--- src/rtl/pipe_flow_ctrl.sv ---
// pipe_flow_ctrl: pipeline enable/clear/PC control for hazards, multi-cycle ops, redirects and traps
// Inputs : decode sources (rs1_id, rs2_id, use_rs_id), EXE info (rd_exe, mem_read_exe, mc_start_exe),
//          mc_done, redirect_mem, stall_pipl, trap_taken, mret_exec
// Outputs: stage_en/stage_clr per pipeline register, pc_reg_en, mc_abort pulse,
//          sticky mc_timeout, fsm_state (RUN=0, MC_BUSY=1, FLUSH=2)
// Optional: PIPE_PERF_CNT_EN adds stall_cycles and flush_events counters
module pipe_flow_ctrl #(
    parameter int NUM_STAGES   = 5,
    parameter int EXE_STAGE    = 2,
    parameter int BR_STAGE     = 3,
    parameter int FLUSH_CYCLES = 2,
    parameter int MC_TIMEOUT   = 64,
    parameter int REG_ADDR_W   = 5
) (
    input  logic                  clk,
    input  logic                  reset_n,
    input  logic [REG_ADDR_W-1:0] rs1_id,
    input  logic [REG_ADDR_W-1:0] rs2_id,
    input  logic [1:0]            use_rs_id,
    input  logic [REG_ADDR_W-1:0] rd_exe,
    input  logic                  mem_read_exe,
    input  logic                  mc_start_exe,
    input  logic                  mc_done,
    input  logic                  redirect_mem,
    input  logic                  stall_pipl,
    input  logic                  trap_taken,
    input  logic                  mret_exec,
    output logic [NUM_STAGES-2:0] stage_en,
    output logic [NUM_STAGES-2:0] stage_clr,
    output logic                  pc_reg_en,
    output logic                  mc_abort,
    output logic                  mc_timeout,
    output logic [1:0]            fsm_state
`ifdef PIPE_PERF_CNT_EN
    ,
    output logic [31:0]           stall_cycles,
    output logic [31:0]           flush_events
`endif
);
    localparam int N = NUM_STAGES - 1;
    // freeze: hold registers 0..EXE_STAGE-1, inject a bubble into register EXE_STAGE
    localparam logic [N-1:0] FRZ_EN  = ~N'((1 << EXE_STAGE) - 1);
    localparam logic [N-1:0] FRZ_CLR = N'(1 << EXE_STAGE);
    // load-use: hold register EXE_STAGE-2 (none when EXE_STAGE==1), bubble register EXE_STAGE-1
    localparam logic [N-1:0] LU_EN   = ~N'((1 << EXE_STAGE) >> 2);
    localparam logic [N-1:0] LU_CLR  = N'(1 << (EXE_STAGE - 1));
    localparam logic [N-1:0] BR_CLR  = N'((1 << BR_STAGE) - 1);
    localparam logic [7:0]   MC_MAX  = 8'(MC_TIMEOUT - 1);

    typedef enum logic [1:0] {RUN = 2'd0, MC_BUSY = 2'd1, FLUSH = 2'd2} state_t;

    state_t       state, state_nx;
    logic [3:0]   flush_cnt, flush_cnt_nx;
    logic [7:0]   mc_cnt, mc_cnt_nx;
    logic [N-1:0] en, clr;
    logic         pc_en, abort, set_to, load_use;

    assign load_use = mem_read_exe && rd_exe != '0 &&
                      ((use_rs_id[0] && rs1_id == rd_exe) || (use_rs_id[1] && rs2_id == rd_exe));

    always_comb begin
        en           = '1;
        clr          = '0;
        pc_en        = 1'b1;
        abort        = 1'b0;
        set_to       = 1'b0;
        state_nx     = state;
        flush_cnt_nx = flush_cnt;
        mc_cnt_nx    = mc_cnt;
        if (trap_taken || mret_exec) begin
            clr          = '1;
            abort        = state == MC_BUSY;
            state_nx     = FLUSH;
            flush_cnt_nx = 4'(FLUSH_CYCLES);
            mc_cnt_nx    = '0;
        end else if (state == FLUSH) begin
            clr = '1;
            if (!stall_pipl) begin
                flush_cnt_nx = flush_cnt - 4'd1;
                if (flush_cnt <= 4'd1) begin
                    state_nx     = RUN;
                    flush_cnt_nx = '0;
                end
            end
        end else if (stall_pipl) begin
            // timeout counter keeps running while frozen, saturating so the check still fires
            en    = '0;
            pc_en = 1'b0;
            if (state == MC_BUSY && mc_cnt != MC_MAX)
                mc_cnt_nx = mc_cnt + 8'd1;
        end else if (redirect_mem) begin
            clr = BR_CLR;
            if (state == MC_BUSY) begin
                abort     = 1'b1;
                mc_cnt_nx = '0;
                state_nx  = RUN;
            end
        end else if ((state == MC_BUSY && !mc_done && mc_cnt != MC_MAX) ||
                     (state == RUN && mc_start_exe)) begin
            en        = FRZ_EN;
            clr       = FRZ_CLR;
            pc_en     = 1'b0;
            mc_cnt_nx = state == MC_BUSY ? mc_cnt + 8'd1 : 8'd0;
            state_nx  = MC_BUSY;
        end else begin
            // plain RUN, or leaving MC_BUSY by completion or timeout (mc_start_exe ignored here)
            if (state == MC_BUSY) begin
                abort     = !mc_done;
                set_to    = !mc_done;
                mc_cnt_nx = '0;
                state_nx  = RUN;
            end
            if (load_use) begin
                en    = LU_EN;
                clr   = LU_CLR;
                pc_en = 1'b0;
            end
        end
    end

    always_ff @(posedge clk or negedge reset_n) begin
        if (!reset_n) begin
            state      <= RUN;
            flush_cnt  <= '0;
            mc_cnt     <= '0;
            mc_timeout <= 1'b0;
        end else begin
            state      <= state_nx;
            flush_cnt  <= flush_cnt_nx;
            mc_cnt     <= mc_cnt_nx;
            mc_timeout <= mc_timeout | set_to;
        end
    end

    assign stage_en  = reset_n ? en : '0;
    assign stage_clr = reset_n ? clr : '1;
    assign pc_reg_en = reset_n && pc_en;
    assign mc_abort  = reset_n && abort;
    assign fsm_state = state;

`ifdef PIPE_PERF_CNT_EN
    logic flush_evt;
    assign flush_evt = trap_taken || mret_exec || (state != FLUSH && !stall_pipl && redirect_mem);

    always_ff @(posedge clk or negedge reset_n) begin
        if (!reset_n) begin
            stall_cycles <= '0;
            flush_events <= '0;
        end else begin
            stall_cycles <= stall_cycles + 32'(!pc_en && state != FLUSH);
            flush_events <= flush_events + 32'(flush_evt);
        end
    end
`endif
endmodule

--- config.mk ---
export PLATFORM = sky130hd
export DESIGN_NAME = pipe_flow_ctrl
export DESIGN_NICKNAME = d
export VERILOG_FILES = /design/src/rtl/pipe_flow_ctrl.sv
export SDC_FILE = /design/constraint.sdc
export NUM_CORES = 1
export LEC_CHECK = 0
export CAP_MARGIN = 20
export CORE_ASPECT_RATIO = 1.1
export CORE_MARGIN = 1.5
export CORE_UTILIZATION = 47
export DETAILED_ROUTE_END_ITERATION = 7
export PLACE_DENSITY = 0.8
export SYNTH_ARGS = -nofsm -noshare
export SYNTH_HDL_FRONTEND = slang
export SYNTH_SLANG_ARGS = --single-unit
--- constraint.sdc ---
create_clock -name clk -period 2.25 [get_ports clk]
set_clock_uncertainty 0.1 [all_clocks]
set_input_delay 0.3375 -clock clk [delete_from_list [all_inputs] [get_ports clk]]
set_output_delay 0.3375 -clock clk [all_outputs]
set_load 0.02 [all_outputs]
==> results.sh <==
export IMPL_status="finished with violations"
export IMPL_violations="design-rule violations, negative setup slack"
export IMPL_drc=2
export IMPL_cts_sinks=15
export IMPL_pwr_share_seq_pct=43.7
export IMPL_syn_avg_cell_area_um2=8.61
export IMPL_nFillCells=142
export IMPL_yosys_cell_count_top_type="dfrtp_1"
export IMPL_cts_htree_levels=1
export IMPL_drv_slew=0
export IMPL_antenna_cells=0
export IMPL_end_kind="primary output"
export IMPL_synth_commonest_cells="15 x dfrtp_1, 13 x nand2_1, 10 x inv_1"
export IMPL_p_leak_uw=0.000893
export IMPL_worstRegToRegCells=7
export IMPL_ys_top_cells_by_area="dfrtp_1 30%, xor2_1 5.5%, a31oi_1 4.0%"
export IMPL_cts_path_max_buffers=2
export IMPL_min_period_ns=2.27
export IMPL_setup_tns_final_ns=-0.0210
export IMPL_clkLatencyLatePin_ns=0.30
export IMPL_cts_hold_buf=0
export IMPL_combinationalPowerShare_pct=29.5
export IMPL_synth_edff_count=0
export IMPL_synth_cells=147
export IMPL_min_period_over_period_pct=101
export IMPL_initial_core_util_pct=50.2
export IMPL_dr_pass1_iters=6
export IMPL_crit_type="flop to primary output"
export IMPL_ys_flop_type="dfrtp_1"
export IMPL_final_nets=257
export IMPL_die_h_um=57.4
export IMPL_area_delta_synth_final_pct=69.0
export IMPL_cap_violations=0
export IMPL_cellPowerDensity_nw_per_um2=293
export IMPL_synth_top_area_share_pct=29.7
export IMPL_grt_max_degree=18
export IMPL_seqCellArea_um2=377
export IMPL_grt_util_all_layers_pct=32.5
export IMPL_rows=19
export IMPL_swShare_pct=31.1
export IMPL_core_um2=2520
export IMPL_pin_count=39
export IMPL_rsz0062_at_grt="true"
export IMPL_antenna_found_initial=0
export IMPL_worst_pin_slew_ns=0.549
export IMPL_setup_viol=1
export IMPL_fmax_mhz=440
export IMPL_routed_wl_mm=4.91
export IMPL_multiInputGateArea_um2=938
export IMPL_cts_buffers=3
export IMPL_die_x_um=52.5
export IMPL_num_vias=1624
export IMPL_layout_setup_ws_ns=-0.0210
export IMPL_syn_area_um2=1260
export IMPL_wl_per_cell_um=19.0
export IMPL_hold_viol=0
export IMPL_cp_data_arrival_time_ns=1.83
export IMPL_drive_gt1_share_pct=37.9
export IMPL_drtIter0Drc=81
export IMPL_syn_nets=176
export IMPL_io_buffers=38
export IMPL_overflow=0
export IMPL_grt_pass1_vias=1671
export IMPL_antenna_left=0
export IMPL_dp_hpwl_mm=3.31
export IMPL_hold_slack_ns=0.329
export IMPL_synthArstFlopShare_pct=100
export IMPL_cts_root_buf="clkbuf_4"
export IMPL_crit_fanout=2
export IMPL_p_clk_share_pct=26.8
export IMPL_gp_routability_congestion=0.937
export IMPL_hold_path_class="input pin to asynchronous set/reset pin"
export IMPL_yosysSeqAreaShare_pct=29.7
export IMPL_p_switching_uw=195
export IMPL_yosysTopAreaCell="dfrtp_1"
export IMPL_viasPerCell=6.29
export IMPL_slew_headroom_pct=63.3
export IMPL_cts_tree="done"
export IMPL_die_area_um2=3010
export IMPL_dpl_worst_slack_ns=-0.729
export IMPL_grt_pass1_wl_mm=7.28
export IMPL_start_kind="flop"
export IMPL_cp_required_ns=1.81
export IMPL_yosysUniqueCellTypes=47
export IMPL_clkTransAtPathRegs_ns=0.10
export IMPL_ir_drop_v=0.000274
export IMPL_yosysWarnings=0
export IMPL_power_internal_uw=432
export IMPL_ys_ff_latch=15
-- power by group through the flow --
stage / clock (uW) / combinational [uW] / sequential (uW)
detailed placement: 0 / 167 / 279
floorplan: 0 / 62.4 / 279
global placement: 0 / 162 / 279
global route: 181 / 196 / 274
CTS: 166 / 172 / 274
finish: 168 / 185 / 274
-- cell type report --
class                      count  area share (%)
sequential                    15            17.6
multi-input combinational    115            43.9
inverter                      10            1.76
timing repair buffer          83            33.5
tap                           31            1.81
clock buffer                   3            1.05
clock inverter                 1           0.351
-- worst paths after layout --
path | slack (ns) | endpoint | startpoint
setup reg to reg | 0.12 | mc_cnt[7] | fsm_state[1]
hold / removal | 0.33 | mc_cnt[0] | reset_n
setup / recovery | -0.02 | mc_abort | mc_cnt[7]
hold reg to reg | 0.46 | mc_timeout | mc_timeout
max in group asynchronous | 1.51 | fsm_state[0] | reset_n
min in group clk | 0.45 | fsm_state[1] | mret_exec
-- metrics by stage --
stage / power, uW / utilization, % / cells / area (um2)
floorplan: 341 / - / 147 / 1260
global placement: 441 / 76.7 / 249 / 1930
detailed placement: 447 / 76.7 / 249 / 1930
CTS: 612 / 80.7 / 256 / 2030
global route: 652 / 84.9 / 258 / 2140
finish: 627 / 84.9 / 258 / 2140
-- cell usage in the layout (no fill, tap or decap), types with 3 or more instances in the layout --
cell              n
buf_4            44
dfrtp_1          14
clkdlybuf4s50_1  14
nand2_1          13
inv_1            10
dlygate4sd2_1     9
a31oi_1           8
a21oi_1           7
o21ai_0           6
xor2_1            6
nand3_1           6
nor2_1            5
o211ai_1          5
buf_6             5
nor4_2            3
clkbuf_4          3
dlymetal6s2s_1    3
clkdlybuf4s15_1   3
clkdlybuf4s15_2   3
-- cell families after synthesis --
family          Yosys count  synth area share [%]
simple gates             55                  25.9
compound gates           46                  26.7
xor+xnor                 10                  6.92
fa+ha+maj                 3                  2.97
mux                       1                 0.791
buf+inv                  17                  7.02
flops                    15                  29.7
-- timing repair --
item / 4_1_cts / 5_1_grt
gates resized for setup: 71 / 20
hold endpoints to repair: 0 / 0
endpoints found under the setup margin: 10 / 10
gates cloned: 0 / 0
setup buffers: 3 / 2
pin swaps: 9 / 11
-- critical path: stages (launching register included) --
cell       delay [ns]
dfrtp_1          0.39
nand4bb_1        0.29
buf_4            0.22
o31ai_4          0.17
a21oi_2          0.08
nor3_2           0.21
buf_4            0.17
-- layer usage --
| layer | up-vias | GRT usage, % | routed length (um) |
|---|---|---|---|
| li1 | 712 | - | - |
| met1 | 766 | 32.7 | 1730 |
| met2 | 111 | 60.2 | 2570 |
| met3 | 35 | 5.50 | 346 |
| met4 | 0 | 19.8 | 259 |
| met5 | - | 0 | 0 |
-- registers in the layout (all words and copies together), names as in the netlist --
signal and cells:
flush_cnt 4, mc_cnt 8, fsm_state 2, mc_timeout 1
No activity file was read; power rests on OpenSTA's default activity.
